<file path="config.mk">
export PLATFORM = sky130hd
export DESIGN_NAME = lsu_ctrl
export DESIGN_NICKNAME = d
export VERILOG_FILES = /design/src/rtl/lsu_ctrl.sv
export SDC_FILE = /design/constraint.sdc
export NUM_CORES = 1
export LEC_CHECK = 0
export ABC_AREA = 1
export CORE_UTILIZATION = 45
export CTS_BUF_LIST = sky130_fd_sc_hd__clkbuf_8
export DETAILED_ROUTE_END_ITERATION = 10
export PLACE_DENSITY = 0.9
export SLEW_MARGIN = 20
export SYNTH_ARGS = -nofsm -noshare
export SYNTH_HDL_FRONTEND = slang
export SYNTH_SLANG_ARGS = --single-unit
</file>
<file path="constraint.sdc">
create_clock -name clk -period 2.12 [get_ports clk]
set_clock_uncertainty 0.2 [all_clocks]
set_input_delay 0.424 -clock clk [delete_from_list [all_inputs] [get_ports clk]]
set_output_delay 0.424 -clock clk [all_outputs]
set_load 0.01 [all_outputs]
</file>
<file path="src/rtl/lsu_ctrl.sv">
// lsu_ctrl - multi-cycle load/store unit for the RV32I datapath.
//
// Executes LB/LH/LW/LBU/LHU/SB/SH/SW on behalf of the main control FSM.
// One request is captured in IDLE and then run through a single req/ack
// handshake with data memory. Store data is lane-replicated with matching
// byte enables, and load data is sign/zero extended. Misaligned accesses and
// illegal funct3 codes never reach memory; they complete with err=1.
//
// Optional feature (compile-time macro LSU_TIMEOUT_EN):
//   When defined, a REQ that sees no mem_ack for TIMEOUT cycles is abandoned
//   and completes with err=1. When undefined, REQ waits for mem_ack forever.
//
// Ports:
//   clk, rst_n        clock (rising edge), asynchronous active-low reset
//   start             request strobe, only sampled in IDLE
//   is_store          1 = store, 0 = load
//   funct3            RV32I width/sign field
//   addr              byte address
//   wdata             store data
//   busy              high whenever not in IDLE
//   done              one-cycle completion pulse
//   err               error flag, valid with done, cleared on next accepted start
//   rdata             extended load result, held until the next load completes
//   mem_req/mem_we    memory request / write enable
//   mem_addr          word-aligned address
//   mem_be/mem_wdata  byte enables / lane-replicated write data
//   mem_ack           single-cycle memory completion
//   mem_rdata         read word, valid while mem_ack is high
module lsu_ctrl #(
    parameter int ADDR_W  = 32,
    parameter int TIMEOUT = 16
) (
    input  logic              clk,
    input  logic              rst_n,
    input  logic              start,
    input  logic              is_store,
    input  logic [2:0]        funct3,
    input  logic [ADDR_W-1:0] addr,
    input  logic [31:0]       wdata,
    output logic              busy,
    output logic              done,
    output logic              err,
    output logic [31:0]       rdata,
    output logic              mem_req,
    output logic              mem_we,
    output logic [ADDR_W-1:0] mem_addr,
    output logic [3:0]        mem_be,
    output logic [31:0]       mem_wdata,
    input  logic              mem_ack,
    input  logic [31:0]       mem_rdata
);

    typedef enum logic [1:0] {
        IDLE = 2'd0,
        REQ  = 2'd1,
        DONE = 2'd2
    } state_t;

    state_t            state;
    state_t            state_nx;

    logic              q_store;
    logic [2:0]        q_f3;
    logic [ADDR_W-1:0] q_addr;
    logic [31:0]       q_wdata;
    logic              err_q;
    logic [31:0]       rdata_q;

    logic              legal;
    logic [3:0]        st_be;
    logic [31:0]       st_wdata;
    logic [31:0]       ld_shifted;
    logic [31:0]       ld_value;
    logic              tmo_hit;

    // Legality is judged on the live inputs so the IDLE decision can skip
    // REQ entirely for a bad access.
    always_comb begin
        legal = 1'b0;
        case (funct3)
            3'b000:  legal = 1'b1;
            3'b001:  legal = ~addr[0];
            3'b010:  legal = (addr[1:0] == 2'b00);
            3'b100:  legal = ~is_store;
            3'b101:  legal = ~is_store & ~addr[0];
            default: legal = 1'b0;
        endcase
    end

    // Store lanes: replicate the low byte/half across the word so the
    // enabled lanes always carry the right data whatever the offset.
    always_comb begin
        st_be    = 4'b1111;
        st_wdata = q_wdata;
        case (q_f3[1:0])
            2'b00: begin
                st_be    = 4'b0001 << q_addr[1:0];
                st_wdata = {4{q_wdata[7:0]}};
            end
            2'b01: begin
                st_be    = 4'b0011 << q_addr[1:0];
                st_wdata = {2{q_wdata[15:0]}};
            end
            default: begin
                st_be    = 4'b1111;
                st_wdata = q_wdata;
            end
        endcase
    end

    // Load extraction: shift the addressed lane down to bit 0, then extend.
    // A legal word load is always aligned, so the shift is zero for LW.
    always_comb begin
        ld_shifted = mem_rdata >> {q_addr[1:0], 3'b000};
        ld_value   = ld_shifted;
        case (q_f3)
            3'b000:  ld_value = {{24{ld_shifted[7]}}, ld_shifted[7:0]};
            3'b001:  ld_value = {{16{ld_shifted[15]}}, ld_shifted[15:0]};
            3'b100:  ld_value = {24'd0, ld_shifted[7:0]};
            3'b101:  ld_value = {16'd0, ld_shifted[15:0]};
            default: ld_value = ld_shifted;
        endcase
    end

`ifdef LSU_TIMEOUT_EN
    localparam int CNT_W = $clog2(TIMEOUT + 1);

    logic [CNT_W-1:0] tmo_cnt;

    // Counts REQ cycles without ack; it sits at zero outside REQ so every
    // REQ entry starts from a clean count.
    always_ff @(posedge clk or negedge rst_n) begin
        if (!rst_n) begin
            tmo_cnt <= '0;
        end else if (state != REQ) begin
            tmo_cnt <= '0;
        end else if (!mem_ack) begin
            tmo_cnt <= tmo_cnt + CNT_W'(1);
        end
    end

    // Expiry fires in the TIMEOUT-th REQ cycle; an ack in that cycle wins.
    assign tmo_hit = (state == REQ) && !mem_ack && (tmo_cnt == CNT_W'(TIMEOUT - 1));
`else
    assign tmo_hit = 1'b0;
`endif

    always_comb begin
        state_nx = state;
        case (state)
            IDLE: if (start) state_nx = legal ? REQ : DONE;
            REQ:  if (mem_ack || tmo_hit) state_nx = DONE;
            DONE: state_nx = IDLE;
            default: state_nx = IDLE;
        endcase
    end

    always_ff @(posedge clk or negedge rst_n) begin
        if (!rst_n) begin
            state   <= IDLE;
            q_store <= 1'b0;
            q_f3    <= 3'd0;
            q_addr  <= '0;
            q_wdata <= 32'd0;
            err_q   <= 1'b0;
            rdata_q <= 32'd0;
        end else begin
            state <= state_nx;
            if (state == IDLE && start) begin
                q_store <= is_store;
                q_f3    <= funct3;
                q_addr  <= addr;
                q_wdata <= wdata;
                err_q   <= ~legal;
            end
            if (state == REQ && mem_ack && !q_store) begin
                rdata_q <= ld_value;
            end
            if (tmo_hit) begin
                err_q <= 1'b1;
            end
        end
    end

    // Memory-side outputs are decoded from state so an asynchronous reset
    // drops mem_req at once, and they read zero outside REQ.
    always_comb begin
        busy      = (state != IDLE);
        done      = (state == DONE);
        err       = err_q;
        rdata     = rdata_q;
        mem_req   = (state == REQ);
        mem_we    = 1'b0;
        mem_addr  = '0;
        mem_be    = 4'b0000;
        mem_wdata = 32'd0;
        if (state == REQ) begin
            mem_we    = q_store;
            mem_addr  = {q_addr[ADDR_W-1:2], 2'b00};
            mem_be    = q_store ? st_be : 4'b1111;
            mem_wdata = q_store ? st_wdata : 32'd0;
        end
    end

endmodule
</file>
==> metrics.csv <==
metric,value,unit
status,finished with violations,
violations,"DRC, setup timing",
synth.top_cell.area_share,0.472,
gp_congestion,0.970,
core_area,11600,µm²
start_util,0.470,
period_needed,2.28,ns
slew_headroom,0.657,
via_count,5909,
grt_pass1_wl,29100,µm
grt_max_degree,48,
swShare,0.395,
crit_start,q_f3[1]$_DFFE_PN0P_,
overflow,0,
crit_arrival,1.66,ns
root_buffer,clkbuf_8,
ys_top_cells_by_area,"dfrtp_1 47%, nand2_1 16%, nor2_1 8.6%",
worstRegToRegCells,8,
drive_gt1_frac,0.202,
drv_cap,0,
track_usage,0.296,
ys_seq_area_frac,0.472,
p_seq_frac,0.369,
grt_setup_unrepaired,yes,
rows,39,
dieHeight,112,µm
wl_per_cell,16.1,µm
grt_pass1_vias,5842,
end_kind,primary output,
setup_ws,-0.164,ns
n_antenna_cell,0,
required,1.50,ns
antenna_found_initial,0,
synth-seq-cells,103,
setup_viol,30,
antenna_left,0,
syn2layout_area_growth,47.3,%
powerDensity,1020,nW/µm²
p_int,4.95,mW
dp_hpwl,12700,µm
cts_tree,yes,
power_frac_clock,0.167,
path_clk_slew,0.10,ns
cp-start-kind,register,
finalHoldViolations,0,
syn_area,5460,µm²
tightest_slew,0.514,ns
critPathMaxFanout,7,
syn-mean-instance-area,7.13,µm²
placed_area,7800,µm²
drc,14,
worstHoldPathCells,2,
firstDrtPassIters,9,
io_pins,209,
insertion_delay,0.38,ns
yosysWarnings,0,
finalCritPeriodShare,1.08,
power.switching,3.22,mW
p_leak,4.08,nW
reg2reg_slack,0.15,ns
cts_buffers,9,
worstSetupPathType,register to primary output,
drtIter0Drc,634,
worstReg2RegEnd,rdata[17]$_DFFE_PN0P_,
combPwrFrac,0.464,
crit_path_end,mem_wdata[8],
die-area,12600,µm²
final_util,0.692,
r2r_start,q_addr[0]$_DFFE_PN0P_,
synth_cell_type_count,26,
slew_viol_final,0,
wirelength,18200,µm
cts_max_level,3,
synth_cells,765,
hold_class,register to register,
fin_total_pwr,8.17,mW
vdd_drop_max,0.434,mV
fin_area,8040,µm²
clock-sinks,103,
clk_path_buf_depth,2,
port-buffer-count,206,
die_w,112,µm
fmax,0.438,GHz
via_per_inst,5.22,
nets,1087,
synth_top_cell_by_area,dfrtp_1,
sequential cells by signal (all words and copies together) (netlist names):
register,count
q_store,1
q_f3,3
q_addr,32
err,1
rdata,32
q_wdata,32
state,2
final cells by class:
type                       count  area, µm²
inverter                      77        294
clock inverter                 7       97.6
clock buffer                   9        124
timing repair buffer         251       2220
tap                          143        179
multi-input combinational    541       2540
sequential                   103       2580
fill                         943       3580
layout by cell type, fill, tap and decap left out, drive strengths merged:
| master | n |
|---|---|
| nand3 | 60 |
| conb | 2 |
| inv | 80 |
| nand2 | 240 |
| nor3 | 2 |
| buf | 86 |
| a21boi | 1 |
| clkbuf | 34 |
| dlygate4sd3 | 1 |
| bufinv | 1 |
| dlygate4sd2 | 3 |
| o22ai | 2 |
| a21oi | 26 |
| clkdlybuf4s15 | 1 |
| nor2 | 130 |
| or2 | 16 |
| clkinv | 3 |
| a31oi | 1 |
| dfrtp | 103 |
| clkdlybuf4s50 | 135 |
| o21ai | 61 |
per-stage QoR:
step	hold slack (ns)	instances	setup slack (ns)	TNS, ns
5_1_grt	0.318	1131	-0.216	-4.49
6_report	0.298	1131	-0.164	-2.04
2_1_floorplan	-0.0716	766	0.201	0
3_5_place_dp	0.229	1108	-0.173	-2.85
4_1_cts	0.298	1130	-0.158	-2.00
3_3_place_gp	0.227	1108	-0.111	-1.91
synth_stat cells:
cell / instances
conb_1: 1
or2_2: 12
buf_1: 4
nand2_1: 237
nand3_2: 1
nor2_4: 3
nand2_4: 2
nand3_4: 1
inv_1: 70
inv_2: 7
or2_1: 4
clkbuf_1: 10
nor3_1: 2
a21boi_0: 1
o21ai_0: 61
buf_4: 7
nor2_1: 125
nand2_2: 1
buf_2: 18
buf_6: 6
dfrtp_1: 103
o22ai_1: 2
nand3_1: 58
a21oi_1: 26
a31oi_1: 1
nor2_2: 2
logic make-up (layout without fill, tap and decap cells):
group	after synthesis	in the layout	synth area share
simple gates	448	448	0.341
other cells	1	2	0.000687
compound gates	91	91	0.0846
buf+inv	122	344	0.101
flops	103	103	0.472
routing by layer:
| layer | part of all wire | routed length [µm] | up-vias | track usage |
|---|---|---|---|---|
| met5 | 0 | 0 | - | 0 |
| met1 | 0.38 | 6880 | 2731 | 0.359 |
| li1 | - | - | 2795 | - |
| met2 | 0.49 | 8890 | 324 | 0.502 |
| met3 | 0.093 | 1700 | 59 | 0.0605 |
| met4 | 0.041 | 747 | 0 | 0.151 |
worst min-delay path by stage:
stage / start / slack [ns] / to
floorplan: rst_n / -0.07 / err$_DFFE_PN0P_
CTS: rdata[6]$_DFFE_PN0P_ / 0.30 / rdata[6]$_DFFE_PN0P_
global placement: rst_n / 0.23 / rdata[0]$_DFFE_PN0P_
finish: rdata[6]$_DFFE_PN0P_ / 0.30 / rdata[6]$_DFFE_PN0P_
detailed placement: rst_n / 0.23 / rdata[0]$_DFFE_PN0P_
global route: rdata[3]$_DFFE_PN0P_ / 0.32 / rdata[3]$_DFFE_PN0P_
timing repair:
| item | 4_1_cts | 5_1_grt |
|---|---|---|
| resized for setup | 259 | 77 |
| buffers inserted | 5 | 1 |
| hold buffers | 1 | 0 |
| endpoints found under the setup margin | 70 | 68 |
| endpoints found under the hold margin | 31 | 0 |
| pin swaps | 16 | 11 |
worst max-delay path, stage by stage, from the launching register on:
cell     delay [ns]
dfrtp_1        0.40
buf_6          0.14
nor2_4         0.04
buf_8          0.15
a21oi_4        0.18
o21ai_2        0.08
nor2_1         0.13
buf_2          0.16
power by group through the flow:
stage / clock [mW] / sequential (mW) / combinational (mW)
after floorplan: 0 / 3.07 / 1.71
after global placement: 0 / 2.98 / 3.40
after CTS: 1.38 / 2.99 / 3.63
after detailed placement: 0 / 3.00 / 3.47
final: 1.36 / 3.01 / 3.79
after global routing: 1.46 / 3.09 / 4.15
Note: power is estimated with default switching activity, not from simulation.
